**config.mk**
```make
export PLATFORM = sky130hd
export DESIGN_NAME = fetch_stage
export DESIGN_NICKNAME = d
export VERILOG_FILES = /design/src/rtl/pkg_config.sv /design/src/rtl/fetch_pc_gen.sv /design/src/rtl/fetch_stage.sv
export SDC_FILE = /design/constraint.sdc
export NUM_CORES = 1
export LEC_CHECK = 0
export ABC_CLOCK_PERIOD_IN_PS = 6350
export CAP_MARGIN = 5
export CORE_MARGIN = 5
export CORE_UTILIZATION = 40
export DETAILED_ROUTE_END_ITERATION = 10
export GPL_TIMING_DRIVEN = 0
export PLACE_DENSITY = 0.72
export SYNTH_ARGS = -nofsm -noshare
export SYNTH_HDL_FRONTEND = slang
export SYNTH_HIERARCHICAL = 1
export SYNTH_SLANG_ARGS = --single-unit
```
**constraint.sdc**
```tcl
create_clock -name clk_i -period 6.35 [get_ports clk_i]
set_input_delay 0.9525 -clock clk_i [delete_from_list [all_inputs] [get_ports clk_i]]
set_output_delay 0.9525 -clock clk_i [all_outputs]
set_load 0.05 [all_outputs]
```
**src/rtl/pkg_config.sv**
```systemverilog
// ============================================================================
// pkg_config : shared rv32i core configuration, fetch types and constants
// Rev 1.0
// ============================================================================
`default_nettype none

package pkg_config;

  localparam int INST_WIDTH = 32;
  localparam int XLEN       = 32;

  localparam logic [INST_WIDTH-1:0] NOP_INST = 32'h0000_0013;

  typedef enum logic [1:0] {
    BOOT = 2'd0,
    RUN  = 2'd1,
    HALT = 2'd2
  } fetch_state_e;

  // Next-PC source selected by the fetch FSM
  typedef enum logic [1:0] {
    PC_HOLD     = 2'd0,
    PC_INC      = 2'd1,
    PC_REDIRECT = 2'd2
  } pc_sel_e;

endpackage

`default_nettype wire

```
**src/rtl/fetch_pc_gen.sv**
```systemverilog
// ============================================================================
// fetch_pc_gen : next-PC mux (hold / pc+4 / redirect) and target alignment check
// Rev 1.0
// ============================================================================
`default_nettype none

module fetch_pc_gen
  import pkg_config::*;
(
  input  logic [XLEN-1:0] i_pc,
  input  pc_sel_e         i_sel,
  input  logic [XLEN-1:0] i_redirect_pc,
  output logic [XLEN-1:0] o_pc_plus4,
  output logic [XLEN-1:0] o_next_pc,
  output logic            o_target_aligned
);

  assign o_pc_plus4       = i_pc + 32'd4;
  assign o_target_aligned = (i_redirect_pc[1:0] == 2'b00);

  always_comb begin
    o_next_pc = i_pc;
    case (i_sel)
      PC_INC:      o_next_pc = o_pc_plus4;
      PC_REDIRECT: o_next_pc = i_redirect_pc;
      default:     o_next_pc = i_pc;
    endcase
  end

endmodule

`default_nettype wire

```
**src/rtl/fetch_stage.sv**
```systemverilog
// ============================================================================
// fetch_stage : rv32i instruction fetch, PC register, IF/ID register, fetch count
// Rev 1.0
// ============================================================================
`default_nettype none

module fetch_stage
  import pkg_config::*;
#(
  parameter logic [31:0] RESET_PC = 32'h0000_0000,
  parameter int          IMEM_AW  = 10
) (
  input  logic                  clk_i,
  input  logic                  rst_ni,
  input  logic                  stall_i,
  input  logic                  redirect_i,
  input  logic [XLEN-1:0]       redirect_pc_i,
  output logic [IMEM_AW-1:0]    imem_addr_o,
  input  logic [INST_WIDTH-1:0] imem_inst_i,
  output logic                  if_valid_o,
  output logic [XLEN-1:0]       if_pc_o,
  output logic [XLEN-1:0]       if_pc_plus4_o,
  output logic [INST_WIDTH-1:0] if_inst_o,
  output logic                  if_fault_o,
  output logic [31:0]           fetch_count_o
);

  fetch_state_e r_state, w_state_next;

  logic [XLEN-1:0]       r_pc;
  logic                  r_valid;
  logic [XLEN-1:0]       r_if_pc;
  logic [XLEN-1:0]       r_if_pc_plus4;
  logic [INST_WIDTH-1:0] r_if_inst;
  logic                  r_fault;
  logic [31:0]           r_count;

  pc_sel_e         w_pc_sel;
  logic [XLEN-1:0] w_next_pc;
  logic [XLEN-1:0] w_pc_plus4;
  logic            w_aligned;
  logic            w_capture;
  logic            w_flush;
  logic            w_kill;
  logic            w_set_fault;
  logic            w_clr_fault;

  fetch_pc_gen u_pc_gen (
    .i_pc             (r_pc),
    .i_sel            (w_pc_sel),
    .i_redirect_pc    (redirect_pc_i),
    .o_pc_plus4       (w_pc_plus4),
    .o_next_pc        (w_next_pc),
    .o_target_aligned (w_aligned)
  );

  always_ff @(posedge clk_i or negedge rst_ni) begin
    if (!rst_ni) r_state <= BOOT;
    else         r_state <= w_state_next;
  end

  // Redirects outrank stalls; a misaligned target parks the stage in HALT
  always_comb begin
    w_state_next = r_state;
    w_pc_sel     = PC_HOLD;
    w_capture    = 1'b0;
    w_flush      = 1'b0;
    w_kill       = 1'b0;
    w_set_fault  = 1'b0;
    w_clr_fault  = 1'b0;
    case (r_state)
      BOOT: begin
        w_state_next = RUN;
        if (redirect_i) begin
          if (w_aligned) begin
            w_pc_sel = PC_REDIRECT;
          end else begin
            w_set_fault  = 1'b1;
            w_state_next = HALT;
          end
        end
      end
      RUN: begin
        if (redirect_i) begin
          if (w_aligned) begin
            w_pc_sel = PC_REDIRECT;
            w_flush  = 1'b1;
          end else begin
            w_kill       = 1'b1;
            w_set_fault  = 1'b1;
            w_state_next = HALT;
          end
        end else if (!stall_i) begin
          w_pc_sel  = PC_INC;
          w_capture = 1'b1;
        end
      end
      HALT: begin
        if (redirect_i && w_aligned) begin
          w_pc_sel     = PC_REDIRECT;
          w_clr_fault  = 1'b1;
          w_state_next = RUN;
        end
      end
      default: w_state_next = BOOT;
    endcase
  end

  always_ff @(posedge clk_i or negedge rst_ni) begin
    if (!rst_ni) begin
      r_pc          <= RESET_PC;
      r_valid       <= 1'b0;
      r_if_pc       <= '0;
      r_if_pc_plus4 <= '0;
      r_if_inst     <= NOP_INST;
      r_fault       <= 1'b0;
      r_count       <= '0;
    end else begin
      r_pc <= w_next_pc;
      if (w_capture) begin
        r_valid       <= 1'b1;
        r_if_pc       <= r_pc;
        r_if_pc_plus4 <= w_pc_plus4;
        r_if_inst     <= imem_inst_i;
        r_count       <= r_count + 32'd1;
      end else if (w_flush) begin
        r_valid   <= 1'b0;
        r_if_inst <= NOP_INST;
      end else if (w_kill) begin
        r_valid <= 1'b0;
      end
      if (w_set_fault)      r_fault <= 1'b1;
      else if (w_clr_fault) r_fault <= 1'b0;
    end
  end

  assign imem_addr_o   = r_pc[IMEM_AW-1:0];
  assign if_valid_o    = r_valid;
  assign if_pc_o       = r_if_pc;
  assign if_pc_plus4_o = r_if_pc_plus4;
  assign if_inst_o     = r_if_inst;
  assign if_fault_o    = r_fault;
  assign fetch_count_o = r_count;

endmodule

`default_nettype wire

```
# Word level (Yosys, flattened, before mapping)
# Cells that the tools add are included.
[totals] reg_bits=164 input_bits=68 out_inout_bits=140 wordCells=58
[classes] addsub=2 n_eq_ne=7 muxes=32 reduce_logical=9
[ops] op="$mux 32" n=2
[ops] op="$pmux 32 s2" n=1
[ops] op="$add 32x1->32 const B" n=1
[ops] op="$add 32x3->32 const B" n=1
[ops] op="$mux 1" n=18
[ops] op="$mux 2" n=9
[ops] op="$pmux 2 s3" n=2
[ops] op="$ne 2x2->1 const B" n=3
[ops] op="$reduce_bool 2->1" n=3
[ops] op="$eq 2x1->1 const B" n=2
[ops] op="$eq 2x2->1 const B" n=2
[ops] op="$logic_not 2->1" n=2
[ops] op="$reduce_and 3->1" n=1
[ops] op="$reduce_bool 3->1" n=1
[ops] op="$reduce_or 2->1" n=1
[ops] op="$logic_and 1x1->1" n=1

# Logic depth before layout (Yosys ltp)
# Gate-level depths: netlist of the first run.
[depth] depth_word=7 mapped_depth=14 ltp_nobuf=9

# Modules after synthesis
# Netlist of the first run, hierarchy kept.
[by_module_without_submodules] mod="fetch_stage" instances=1 cells_each=558 area_per_inst_um2=6182.2 seq_area_each_um2=4107.7
[by_module_without_submodules] mod="fetch_pc_gen" instances=1 cells_each=279 area_per_inst_um2=1742.9 seq_area_each_um2=0.0

# Least setup slack after synthesis of the first run
# Ideal clock, no wire load.
[synth_path] kind="input to register" from="input stall_i" to="register r_pc[23]" setup_time_ns=0.070 arrival_time_ns=3.098 required_time_ns=6.280 path_slack_ns=3.183 cell_stages=12 n_path_buf=3 path_cell_list="nor2_1 nand2_4 inv_6 buf_6 clkbuf_1 inv_1 ha_1 buf_6 nand2b_1 nor2_1 or4b_2 nand3_1"
[synth_via] elab_chain_cells=5 elab_cells_between_ends=7 classes_between="eq/ne: 2; mux: 4; reduce/logical: 1"
[synth_rtl] element="start, declared" line_no="fetch_stage.sv:15" source="input logic stall_i,"
[synth_rtl] element="$mux 1 (*)" line_no="fetch_stage.sv:93" source="end else if (!stall_i) begin"
[synth_rtl] element="$mux 2 (*)" line_no="fetch_stage.sv:84" source="if (redirect_i) begin"
[synth_rtl] element="$pmux 2 s3 (*)" line_no="fetch_stage.sv:71" source="case (r_state)"
[synth_rtl] element="$eq 2x2->1 or $eq 2x1->1 (tied branches)" line_no="fetch_pc_gen.sv:23" source="case (i_sel)"
[synth_rtl] element="$pmux 32 s2 (*)" line_no="fetch_pc_gen.sv:23"
[synth_rtl] element="via w_next_pc[23]" line_no="fetch_stage.sv:39" source="logic [XLEN-1:0] w_next_pc;"
[synth_rtl] element="end signal, assigned" line_no="fetch_stage.sv:119" source="r_pc <= w_next_pc;"
[synth_rtl] element="end, declared" line_no="fetch_stage.sv:30" source="logic [XLEN-1:0] r_pc;"
# Mark *: on every way through the listed nets, which the timed path passes. The rest lies on a longest branch.
# A chain may end at the register's enable or synchronous reset.

# Final worst setup path of the first run
[layout_path] from="input redirect_i" to="register r_pc[24]"
[layout_via] elab_chain_cells=5 elab_cells_between_ends=9 classes_between="eq/ne: 2; mux: 5; reduce/logical: 2"
[layout_rtl] element="start, declared" line_no="fetch_stage.sv:16" source="input logic redirect_i,"
[layout_rtl] element="$logic_and 1x1->1" line_no="fetch_stage.sv:99" source="if (redirect_i && w_aligned) begin"
[layout_rtl] element="$mux 2" line_no="fetch_stage.sv:99"
[layout_rtl] element="$pmux 2 s3 (*)" line_no="fetch_stage.sv:71"
[layout_rtl] element="$eq 2x2->1 or $eq 2x1->1 (tied branches)" line_no="fetch_pc_gen.sv:23"
[layout_rtl] element="$pmux 32 s2 (*)" line_no="fetch_pc_gen.sv:23"
[layout_rtl] element="via w_next_pc[24]" line_no="fetch_stage.sv:39"
# Marked as above.

==> out/results.txt, run 1 <==
outcome -> complete, no violations
part of the cycle the worst path needs -> 63.95%
library cell occupying the most area in the post-synthesis netlist -> sky130_fd_sc_hd__dfrtp_1
ranking of synthesized cells by area -> sky130_fd_sc_hd__dfrtp_1, sky130_fd_sc_hd__nand2_1, sky130_fd_sc_hd__a22o_1
post-layout minimum cycle time -> 4.061 ns
NetSw -> 1.849 mW
data required time at the worst endpoint -> 6.69 ns
share of total power consumed by net switching -> 42.06%
ratio of cells with drive above 1 in the final layout -> 8.821%
count of final setup violators -> 0
placed instance count -> 1310
post-synthesis register bit count -> 164
net count after synthesis -> 909
setup repair after global routing missed its margin -> no
total congestion overflow after global routing -> 0
Avg WL per Cell -> 17.83 um
capturing instance or port of the critical path -> r_pc[24]
floorplan die width -> 150.8 um
Setup Fix Bufs, Post-CTS -> 0
cells resized by post-CTS repair -> 0
ys async rst share -> 100.0%
unique cell type count in the Yosys netlist -> 60
vias post-DR -> 7011
cell area after placement -> 0.01036 mm2
Die ar. -> 0.02273 mm2
GP Congestion -> 0.8993
Worst setup startpoint -> redirect_i
worst max-slew margin expressed relative to the limit -> 24.01%
post-synthesis cell area -> 0.007925 mm2
layout-stage area growth over the synthesis result -> 38.29%
number of cells produced by synthesis -> 837
worst-path fanout max -> 11
share of power burned in the clock network -> 23.8%
H-tree depth -> 4
drc violations -> 0
Initial Utilization -> 40.72%
maximum number of pins on one net before global-route repair -> 109
PortBufs -> 207
via/cell ratio -> 5.224
aggregate routed wire length -> 23930 um
Root Driver -> sky130_fd_sc_hd__clkbuf_16
floorplan row count -> 51
number of nets with antenna violations after routing -> 0
Post-synth EDFFs -> 0
Clock Path Buffers -> 2
final HPWL from detailed placement -> 17420 um
length in cells of the worst reg-to-reg path -> 13
NumNets Final -> 1136
data arrival time of the critical path -> 4.40 ns
number of I/O pins -> 208
setup clock skew after layout -> 0.009683 ns
Power, Total -> 4.395 mW
part of the power in registers -> 34.2%
count of final max-slew check failures -> 0
wire length of the first global-routing pass -> 37850 um
peak clock frequency supported by timing -> 246.3 MHz
internal cell power -> 2.547 mW
global-route usage over all layers -> 21.24%
number of search-and-repair iterations in the first detailed-routing pass -> 5
area of the multi-input gates -> 0.003410 mm2
initial detailed-routing violation count -> 463
slew at the pin closest to its max-slew limit -> 1.129 ns
reg-to-reg setup timing slack -> 2.86 ns
max_cap viols -> 0
final hold slack -> 0.4418 ns
Setup crit start kind -> primary input
TritonCTS clock tree -> done
total clock buffers created by CTS -> 17
Warnings, synthesis -> 6
Sink Count -> 164
area inside the core boundary -> 0.01946 mm2
layout filler cell count -> 1743
cell with the most instances after synthesis -> sky130_fd_sc_hd__nand2_1
Cell Count, Final, Fillers Out -> 1342
fraction of the yosys area taken by sequential cells -> 51.83%
Cell Pwr Density -> 401.1 mW/mm2
antenna violations before repair -> 0
total area of sequential cells -> 0.004108 mm2
crit path capture type -> flip-flop
Comb pwr share -> 42.0%
Tightest Hold Check Type -> in -> async
hold-fix buffer count after cts -> 0
number of hold violations in the final report -> 0
later-pin clock latency in the skew report -> 0.42 ns
beginning of the worst register-to-register path -> r_state[1]
average size of a mapped cell -> 9.468 um2
die height -> 150.8 um
top-area cell type share of the netlist area -> 50.84%
leakage power -> 5.143 nW
peak supply drop -> 0.1934 mV
worst reg2reg path endpoint -> r_pc[24]
Ant. Diodes -> 0
predominant post-synthesis flop cell -> sky130_fd_sc_hd__dfrtp_1
number of global-route vias before repair -> 7051
total non-filler cell area in the finished layout -> 0.01096 mm2
register clock-pin slew on the reported worst setup and hold paths -> 0.07 ns
critical path class -> in -> reg
top cells by instance count after synthesis -> sky130_fd_sc_hd__nand2_1, sky130_fd_sc_hd__dfrtp_1, sky130_fd_sc_hd__nor2_1, sky130_fd_sc_hd__a22o_1, sky130_fd_sc_hd__xor2_1
## worst min-delay path by stage
stage                         from                end  slack [ns]  cells past startpoint
after floorplan           r_pc[19]        if_pc_o[19]        0.43                      2
after global placement    r_pc[27]        if_pc_o[27]        0.45                      2
after detailed placement  r_pc[27]        if_pc_o[27]        0.46                      2
after CTS                   rst_ni  fetch_count_o[17]        0.45                      1
after global routing        rst_ni  fetch_count_o[17]        0.47                      1
final                       rst_ni  fetch_count_o[17]        0.44                      1
## critical path, stage by stage
cell and delay, ns:
sky130_fd_sc_hd__clkdlybuf4s50_1 0.53, sky130_fd_sc_hd__nor2_1 0.22, sky130_fd_sc_hd__nand2_4 0.14, sky130_fd_sc_hd__inv_6 0.10
sky130_fd_sc_hd__buf_6 0.16, sky130_fd_sc_hd__clkbuf_1 0.42, sky130_fd_sc_hd__inv_1 0.09, sky130_fd_sc_hd__ha_1 0.31
sky130_fd_sc_hd__buf_6 0.14, sky130_fd_sc_hd__clkbuf_1 0.39, sky130_fd_sc_hd__clkbuf_1 0.57, sky130_fd_sc_hd__a22oi_1 0.21
sky130_fd_sc_hd__o211ai_1 0.13
## stage by stage
| step | utilization (%) | setup TNS (ns) | setup slack [ns] |
|---|---|---|---|
| after floorplan | - | 0 | 3.183 |
| after global placement | 53.07 | -425.89 | -2.649 |
| after detailed placement | 53.24 | 0 | 1.894 |
| after CTS | 56.31 | 0 | 2.313 |
| after global routing | 56.31 | 0 | 2.116 |
| final | 56.31 | 0 | 2.289 |
## power by group through the flow
| stage | registers (mW) | logic (mW) | clock network (mW) |
|---|---|---|---|
| after floorplan | 2.25 | 0.425 | 0 |
| after global placement | 1.51 | 1.84 | 0 |
| after detailed placement | 1.52 | 1.85 | 0 |
| after CTS | 1.50 | 1.86 | 1.08 |
| after global routing | 1.54 | 1.94 | 1.12 |
| final | 1.50 | 1.85 | 1.05 |
## per-layer routing
metal | track usage (%) | share of wire [%] | routed length (um) | vias to the layer above
met5 | 0 | 0 | 0 | -
met2 | 32.93 | 46 | 10910 | 302
li1 | - | - | - | 3323
met3 | 6.321 | 9.3 | 2222 | 37
met4 | 6.482 | 1.9 | 464 | 0
met1 | 28.79 | 43 | 10330 | 3349
## cells in the final DEF, fill, tap and decap left out, drive strengths merged, types with 3 or more instances in the layout
cell / n
nor3: 17
and4: 11
mux2i: 6
clkdlybuf4s50: 206
nand4: 23
nor2: 43
clkbuf: 49
ha: 4
a22oi: 20
a22o: 33
clkinvlp: 3
a21oi: 17
o311ai: 4
nor4: 14
inv: 17
or3: 3
or4: 3
dfstp: 3
o21ai: 16
xnor2: 23
buf: 37
and2: 5
nand3: 31
or2: 6
xor2: 32
nand2: 239
clkinv: 3
dfrtp: 161
nor2b: 4
and3: 14
o211ai: 8
## cell type report
class | count | area share [%]
clock buffers | 19 | 4.133
multi-input cells | 596 | 31.11
inverters | 12 | 0.4567
clock inverters | 13 | 1.324
well taps | 265 | 3.025
flip-flops and latches | 164 | 37.48
repair buffers | 208 | 19.20
plain buffers | 65 | 3.265
## cell families after synthesis
| kind of cell | Yosys count | synth area share, % |
|---|---|---|
| AO/OA/AOI/OAI | 110 | 10.14 |
| multiplexers | 8 | 1.042 |
| adder cells (fa/ha/maj) | 4 | 0.6315 |
| buffers and inverters | 77 | 5.147 |
| XOR/XNOR | 55 | 6.173 |
| flip-flops | 164 | 51.83 |
| AND/OR/NAND/NOR | 419 | 25.04 |
## flip-flops by register name, indices dropped and copies added (netlist names)
signal         flops
if_pc_o           32
if_pc_plus4_o     32
r_pc              32
if_fault_o         1
if_inst_o         32
fetch_count_o     32
r_state            2
if_valid_o         1
Power figures use the tool's default switching activity.
==> run 2, diff against run 1 <==
Settings changed: ABC_CLOCK_PERIOD_IN_PS 6350 to 3900.
Clock period 6.35 ns to 3.9 ns, I/O delays scaled along.
==> results of run 2 <==
Same layout as run 1 (identical final DEF). Status: complete, no violations.
Among the figures that moved: setup slack after placement 1.894 ns -> -0.1882 ns; setup slack after layout 2.289 ns -> 0.2068 ns; hold slack 0.4418 ns -> 0.07428 ns; register-to-register setup slack 2.86 ns -> 0.41 ns; total power 4.395 mW -> 7.156 mW; worst IR drop on VDD 0.1934 mV -> 0.3149 mV
